--- config.mk ---
export PLATFORM = sky130hd
export DESIGN_NAME = intprod_seq_mac_flat
export DESIGN_NICKNAME = d
export VERILOG_FILES = /design/src/rtl/intprod_seq_mac_if.sv /design/src/rtl/intprod_seq_mac.sv /design/src/flat_wrapper.sv
export SDC_FILE = /design/constraint.sdc
export NUM_CORES = 1
export LEC_CHECK = 0
export CORE_UTILIZATION = 65
export CTS_CLUSTER_SIZE = 10
export DETAILED_ROUTE_END_ITERATION = 16
export DONT_BUFFER_PORTS = 1
export HOLD_SLACK_MARGIN = 0.05
export PLACE_DENSITY = 0.81
export SYNTH_ARGS = -nofsm -noshare
export SYNTH_HDL_FRONTEND = slang
export SYNTH_SLANG_ARGS = --single-unit
--- constraint.sdc ---
create_clock -name clk -period 9.03 [get_ports clk]
set_clock_uncertainty 0.1 [all_clocks]
set_input_delay 0.903 -clock clk [delete_from_list [all_inputs] [get_ports clk]]
set_output_delay 0.903 -clock clk [all_outputs]
set_load 0.005 [all_outputs]
--- src/rtl/intprod_seq_mac_if.sv ---
// Operand/result bundle for the sequential inner-product unit.
// The requester (master) drives start and both vectors; the unit (slave) returns status and result.
interface intprod_seq_mac_if #(
  parameter int W = 8,
  parameter int N = 5
);
  logic           start;
  logic [N*W-1:0] lin;
  logic [N*W-1:0] col;
  logic           busy;
  logic           done;
  logic [W-1:0]   n_out;
  logic           ovf;

  modport master (output start, lin, col, input busy, done, n_out, ovf);
  modport slave  (input start, lin, col, output busy, done, n_out, ovf);
endinterface

--- src/rtl/intprod_seq_mac.sv ---
// Sequential signed dot product of two N-element vectors, L multiply-adds per clock.
// The result is resolved to W bits by wrap or saturation, with an overflow flag.
module intprod_seq_mac #(
  parameter int W   = 8,
  parameter int N   = 5,
  parameter int L   = 1,
  parameter int SAT = 0
) (
  input  logic              clk,
  input  logic              rst,
  intprod_seq_mac_if.slave  bus
);
  localparam int BEATS = N / L;
  localparam int BW    = (BEATS > 1) ? $clog2(BEATS) : 1;
  localparam int AW    = 2 * W + $clog2(N);
  localparam logic signed [AW-1:0] MAX_V = {{(AW-W+1){1'b0}}, {(W-1){1'b1}}};
  localparam logic signed [AW-1:0] MIN_V = {{(AW-W+1){1'b1}}, {(W-1){1'b0}}};

  if ((N % L) != 0 || W < 2 || N < 1 || L < 1) begin : g_bad_params
    $error("intprod_seq_mac: N must be a multiple of L, W >= 2, N >= 1");
  end

  typedef enum logic [1:0] {IDLE = 2'd0, RUN = 2'd1, DONE = 2'd2} state_t;

  state_t                 state_r;
  state_t                 state_nxt_s;
  logic [N*W-1:0]         lin_r;
  logic [N*W-1:0]         col_r;
  logic signed [AW-1:0]   acc_r;
  logic [BW-1:0]          beat_r;
  logic                   busy_r;
  logic                   done_r;
  logic [W-1:0]           n_out_r;
  logic                   ovf_r;
  logic                   busy_nxt_s;
  logic                   done_nxt_s;
  logic                   load_s;
  logic                   last_beat_s;
  logic signed [W-1:0]    a_s;
  logic signed [W-1:0]    b_s;
  logic signed [2*W-1:0]  prod_s;
  logic signed [AW-1:0]   lane_sum_s;
  logic signed [AW-1:0]   sum_s;
  logic [W-1:0]           res_s;
  logic                   ovf_s;

  assign last_beat_s = (beat_r == BW'(BEATS - 1));

  // FSM state register
  always_ff @(posedge clk) begin
    if (!rst) begin
      state_r <= IDLE;
    end else begin
      state_r <= state_nxt_s;
    end
  end

  // FSM next-state decode; start only matters in IDLE
  always_comb begin
    state_nxt_s = state_r;
    case (state_r)
      IDLE:    if (bus.start) state_nxt_s = RUN; else state_nxt_s = IDLE;
      RUN:     if (last_beat_s) state_nxt_s = DONE; else state_nxt_s = RUN;
      DONE:    state_nxt_s = IDLE;
      default: state_nxt_s = IDLE;
    endcase
  end

  // FSM output decode; status flags are taken from the next state so they can be registered
  always_comb begin
    busy_nxt_s = (state_nxt_s != IDLE);
    done_nxt_s = (state_nxt_s == DONE);
    load_s     = (state_r == IDLE) && bus.start;
  end

  // Lane products for the current beat, summed at full precision
  always_comb begin
    a_s        = '0;
    b_s        = '0;
    prod_s     = '0;
    lane_sum_s = '0;
    for (int l = 0; l < L; l++) begin
      a_s        = lin_r[(int'(beat_r) * L + l) * W +: W];
      b_s        = col_r[(int'(beat_r) * L + l) * W +: W];
      prod_s     = (2*W)'(a_s) * (2*W)'(b_s);
      lane_sum_s = lane_sum_s + AW'(prod_s);
    end
    sum_s = acc_r + lane_sum_s;
  end

  // Resolve the exact sum into W bits under the selected overflow policy
  always_comb begin
    ovf_s = (sum_s > MAX_V) || (sum_s < MIN_V);
    if (SAT != 0) begin
      if (sum_s > MAX_V) begin
        res_s = MAX_V[W-1:0];
      end else if (sum_s < MIN_V) begin
        res_s = MIN_V[W-1:0];
      end else begin
        res_s = sum_s[W-1:0];
      end
    end else begin
      res_s = sum_s[W-1:0];
    end
  end

  // Operand capture, accumulation, and registered outputs
  always_ff @(posedge clk) begin
    if (!rst) begin
      lin_r   <= '0;
      col_r   <= '0;
      acc_r   <= '0;
      beat_r  <= '0;
      busy_r  <= 1'b0;
      done_r  <= 1'b0;
      n_out_r <= '0;
      ovf_r   <= 1'b0;
    end else begin
      busy_r <= busy_nxt_s;
      done_r <= done_nxt_s;
      if (load_s) begin
        lin_r  <= bus.lin;
        col_r  <= bus.col;
        acc_r  <= '0;
        beat_r <= '0;
      end else if (state_r == RUN) begin
        acc_r <= sum_s;
        if (last_beat_s) begin
          beat_r  <= '0;
          n_out_r <= res_s;
          ovf_r   <= ovf_s;
        end else begin
          beat_r <= beat_r + BW'(1);
        end
      end else begin
        acc_r <= acc_r;
      end
    end
  end

  assign bus.busy  = busy_r;
  assign bus.done  = done_r;
  assign bus.n_out = n_out_r;
  assign bus.ovf   = ovf_r;
endmodule

--- src/flat_wrapper.sv ---
// flat-port wrapper written by rule: the top's interface ports become plain ports
module intprod_seq_mac_flat 
#(
  parameter int W   = 8,
  parameter int N   = 5,
  parameter int L   = 1,
  parameter int SAT = 0
)
  (clk, rst, bus_start, bus_lin, bus_col, bus_busy, bus_done, bus_n_out, bus_ovf);
  intprod_seq_mac_if #(.W(W), .N(N)) bus_i ();
  input  logic clk;
  input  logic rst;
  input wire logic [$bits(bus_i.start)-1:0] bus_start;
  input wire logic [$bits(bus_i.lin)-1:0] bus_lin;
  input wire logic [$bits(bus_i.col)-1:0] bus_col;
  output wire logic [$bits(bus_i.busy)-1:0] bus_busy;
  output wire logic [$bits(bus_i.done)-1:0] bus_done;
  output wire logic [$bits(bus_i.n_out)-1:0] bus_n_out;
  output wire logic [$bits(bus_i.ovf)-1:0] bus_ovf;
  assign bus_i.start = bus_start;
  assign bus_i.lin = bus_lin;
  assign bus_i.col = bus_col;
  assign bus_busy = bus_i.busy;
  assign bus_done = bus_i.done;
  assign bus_n_out = bus_i.n_out;
  assign bus_ovf = bus_i.ovf;
  intprod_seq_mac #(.W(W), .N(N), .L(L), .SAT(SAT)) u_core (.clk(clk), .rst(rst), .bus(bus_i));
endmodule
==> run_results.csv <==
group,metric,value,unit
logic_synthesis,synth_area_leaders,"dfxtp_1, fa_1, nand2_1",
placement,hpwl,13.82,mm
clocking,clock_sinks,115,
critical_path,worstPathRequired,9230,ps
logic_synthesis,synth-seq-cells,115,
floorplan,io_pins,94,
cells_and_area,drive_above_1_share,7.928,%
hold_path,hp-class,"flop to flop",
cells_and_area,area.sequential,2302,sq um
cells_and_area,final_nets,1147,
drt,drc,0,
cells_and_area,final_cells,1118,
floorplan,dieArea,13340,sq um
timing,fin_crit_sh,79.95,%
floorplan,rows,41,
clocking,insertion_delay,420,ps
timing,min_period,7220,ps
logic_synthesis,synth_cells,954,
power_and_ir_drop,power.leakage,4.031,nW
clocking,postCtsSetupBuffers,0,
cells_and_area,multi_input_area,5413,sq um
logic_synthesis,synthArstFlopShare,0,%
critical_path,endpoint_kind,"flop",
timing,worst_pin_slew,1239,ps
cells_and_area,area_growth,8.369,%
placement,place_congestion,0.8628,
drt,vias,6269,
timing,fmax,138.5,MHz
power_and_ir_drop,power.density,176.0,nW/um^2
drt,dr.pass1.iters,5,
global_route,grt_max_degree,93,
global_route,grt_pass1_vias,6318,
floorplan,core-area,12570,sq um
logic_synthesis,synth_nets,1167,
cells_and_area,fill_cells,920,
logic_synthesis,syn_area,8372,sq um
clocking,cts.htree.levels,4,
timing,setup_viol,0,
global_route,grt_overflow,0,
logic_synthesis,synth-edff-count,0,
timing,setup-tns-final,0,ps
clocking,clock_path_buffers,2,
drt,viasPerCell,5.607,
global_route,grt_use_total,30.90,%
critical_path,crit_type,"flop to flop",
placement,port_buffers,0,
logic_synthesis,ys_seq_area_share,27.50,%
drt,wirelength,18.65,mm
floorplan,die_w,115.5,microns
cells_and_area,n_antenna_cell,0,
clocking,hold_buffers,0,
timing,maxSlewViolCount,0,
drt,wl_met2,8.864,mm
critical_path,worst_setup_path_start_kind,"flop",
logic_synthesis,synth.distinct_cells,59,
logic_synthesis,yosys_warnings,0,
placement,dp.cells,1087,
status,status,"finished clean",
timing,hold_viol,0,
drt,drt_iter0_drc,441,
clocking,cts_buffers,17,
drt,wl_per_cell,16.68,microns
logic_synthesis,synth_top_area_share,27.50,%
drt,dr_wl_met3,1.223,mm
floorplan,start_util,66.61,%
drt,wl_met1,8.306,mm
power_and_ir_drop,ir_drop,0.0001975,V
critical_path,cp.arrival,7420,ps
logic_synthesis,syn_avg_cell_area,8.775,sq um
clocking,cts_tree,"built",
logic_synthesis,ys.flop_type,"dfxtp_1",
floorplan,die_h,115.5,microns
flow_run,drv_cap,0,
clocking,cts_root_buf,"clkbuf_16",
drt,ant_nets,0,
global_route,grt_antenna_before_repair,0,
drt,highest_layer,"met4",
timing,rsz0062_at_grt,"false",
critical_path,worst-path-max-fanout,21,
timing,slew-limit-headroom,17.43,%
clocking,clk_pin_slew,60,ps
clocking,ctsResizeCount,0,
logic_synthesis,yosysTopAreaCell,"dfxtp_1",
global_route,grt_pass1_wl,30.91,mm
-- where the power goes --
part	internal [W]	total (W)	switching, W
sequential	0.000535	0.000552	0.0000171
clock	0.000463	0.000722	0.000258
combinational	0.000131	0.000323	0.000192
-- path summary, 6_finish.rpt --
kind	from	endpoint	slack (ps)	depth (start not counted)
max	u_core.beat_r[1]	u_core.bus.ovf	1810	20
min	u_core.acc_r[0]	u_core.acc_r[0]	360	2
max reg2reg	u_core.beat_r[1]	u_core.bus.ovf	1810	20
min reg2reg	u_core.acc_r[0]	u_core.acc_r[0]	360	2
-- sequential cells by signal, summed over array words and instances, names as in the netlist --
| signal | cells |
|---|---|
| u_core.col_r | 40 |
| u_core.lin_r | 40 |
| u_core.acc_r | 19 |
| u_core.bus.n_out | 8 |
| u_core.beat_r | 3 |
| u_core.state_r | 2 |
| u_core.bus.busy | 1 |
| u_core.bus.done | 1 |
| u_core.bus.ovf | 1 |
-- metrics by stage --
step / setup slack [ps] / util, % / power (W) / hold WS (ps) / area [sq um]
finish: 1810 / 72.19 / 0.001597 / 360.5 / 9072
global route: 1492 / 72.19 / 0.001667 / 385.0 / 9072
CTS: 1864 / 72.19 / 0.001598 / 362.4 / 9072
detailed placement: 1971 / 67.19 / 0.0008799 / 353.9 / 8444
global placement: 2105 / 67.19 / 0.0008711 / 342.1 / 8444
floorplan: 2416 / - / 0.0008150 / 336.3 / 8372
-- worst max-delay path: stages (launching register included) --
cell	delay (ps)
dfxtp_1	960
mux4_2	410
a22oi_1	510
inv_2	90
and2_1	410
inv_1	170
fa_1	430
inv_1	80
fa_1	430
fa_1	470
fa_1	510
fa_1	400
ha_1	370
a21o_1	210
nor4_1	330
a211o_2	220
nand2_1	100
a311oi_2	320
xor2_1	250
and4_4	250
o31ai_2	60
-- Yosys cell counts, types with 3 or more instances --
master    count
a21boi_0     87
a21o_1        3
a21oi_1      32
a22o_1       10
a22oi_1       5
and2_1        7
clkbuf_1     38
dfxtp_1     115
fa_1         84
ha_1         46
inv_1       126
inv_2         3
mux4_2       15
nand2_1     241
nand2b_1      5
nand3_1       4
nor2_1       47
nor2b_1       5
nor3_1        7
nor4_1        4
o21a_1        3
o21ai_0       3
xnor2_1      11
xor2_1        5
-- area by class of cell --
cell class | count | area share [%]
well taps | 172 | 2.372
clock inverters | 14 | 2.234
flip-flops and latches | 115 | 25.38
inverters | 129 | 5.337
repair buffers | 4 | 0.3310
multi-input cells | 667 | 59.66
clock buffers | 17 | 4.689
-- cell families (layout without fill, tap and decap cells) --
group,count (synthesis),in the layout,synth area share [%]
AND/OR/NAND/NOR,337,337,16.90
AO/OA/AOI/OAI,164,164,14.30
multiplexers,19,19,4.543
XOR/XNOR,17,17,1.868
adder cells (fa/ha/maj),130,130,26.96
flip-flops,115,115,27.50
buffers and inverters,172,164,7.921
-- per-layer routing --
layer  track usage (%)  vias up
li1                  -     3015
met1             41.59     3016
met2             49.58      210
met3             8.159       28
met4             8.571        0
met5                 0        -
-- cell usage in the layout (no fill, tap or decap), types with 3 or more instances in the layout --
cell type   instances
nand2_1           240
inv_2               3
clkinv_4            3
bufinv_16           4
mux4_2             15
and2_1              6
ha_1               46
a21o_1              3
nand3_1             4
o21ai_0             3
nor3_1              7
nand2b_1            5
nor2_1             47
a21boi_0           87
a21oi_1            32
inv_1             126
fa_1               84
clkinvlp_4          3
nor2b_1             4
a22oi_1             5
dfxtp_1           115
nor4_1              4
xnor2_1            11
buf_4               4
a22o_1             10
xor2_1              5
clkbuf_16          17
o21a_1              3
(Power assumes the default switching activity.)
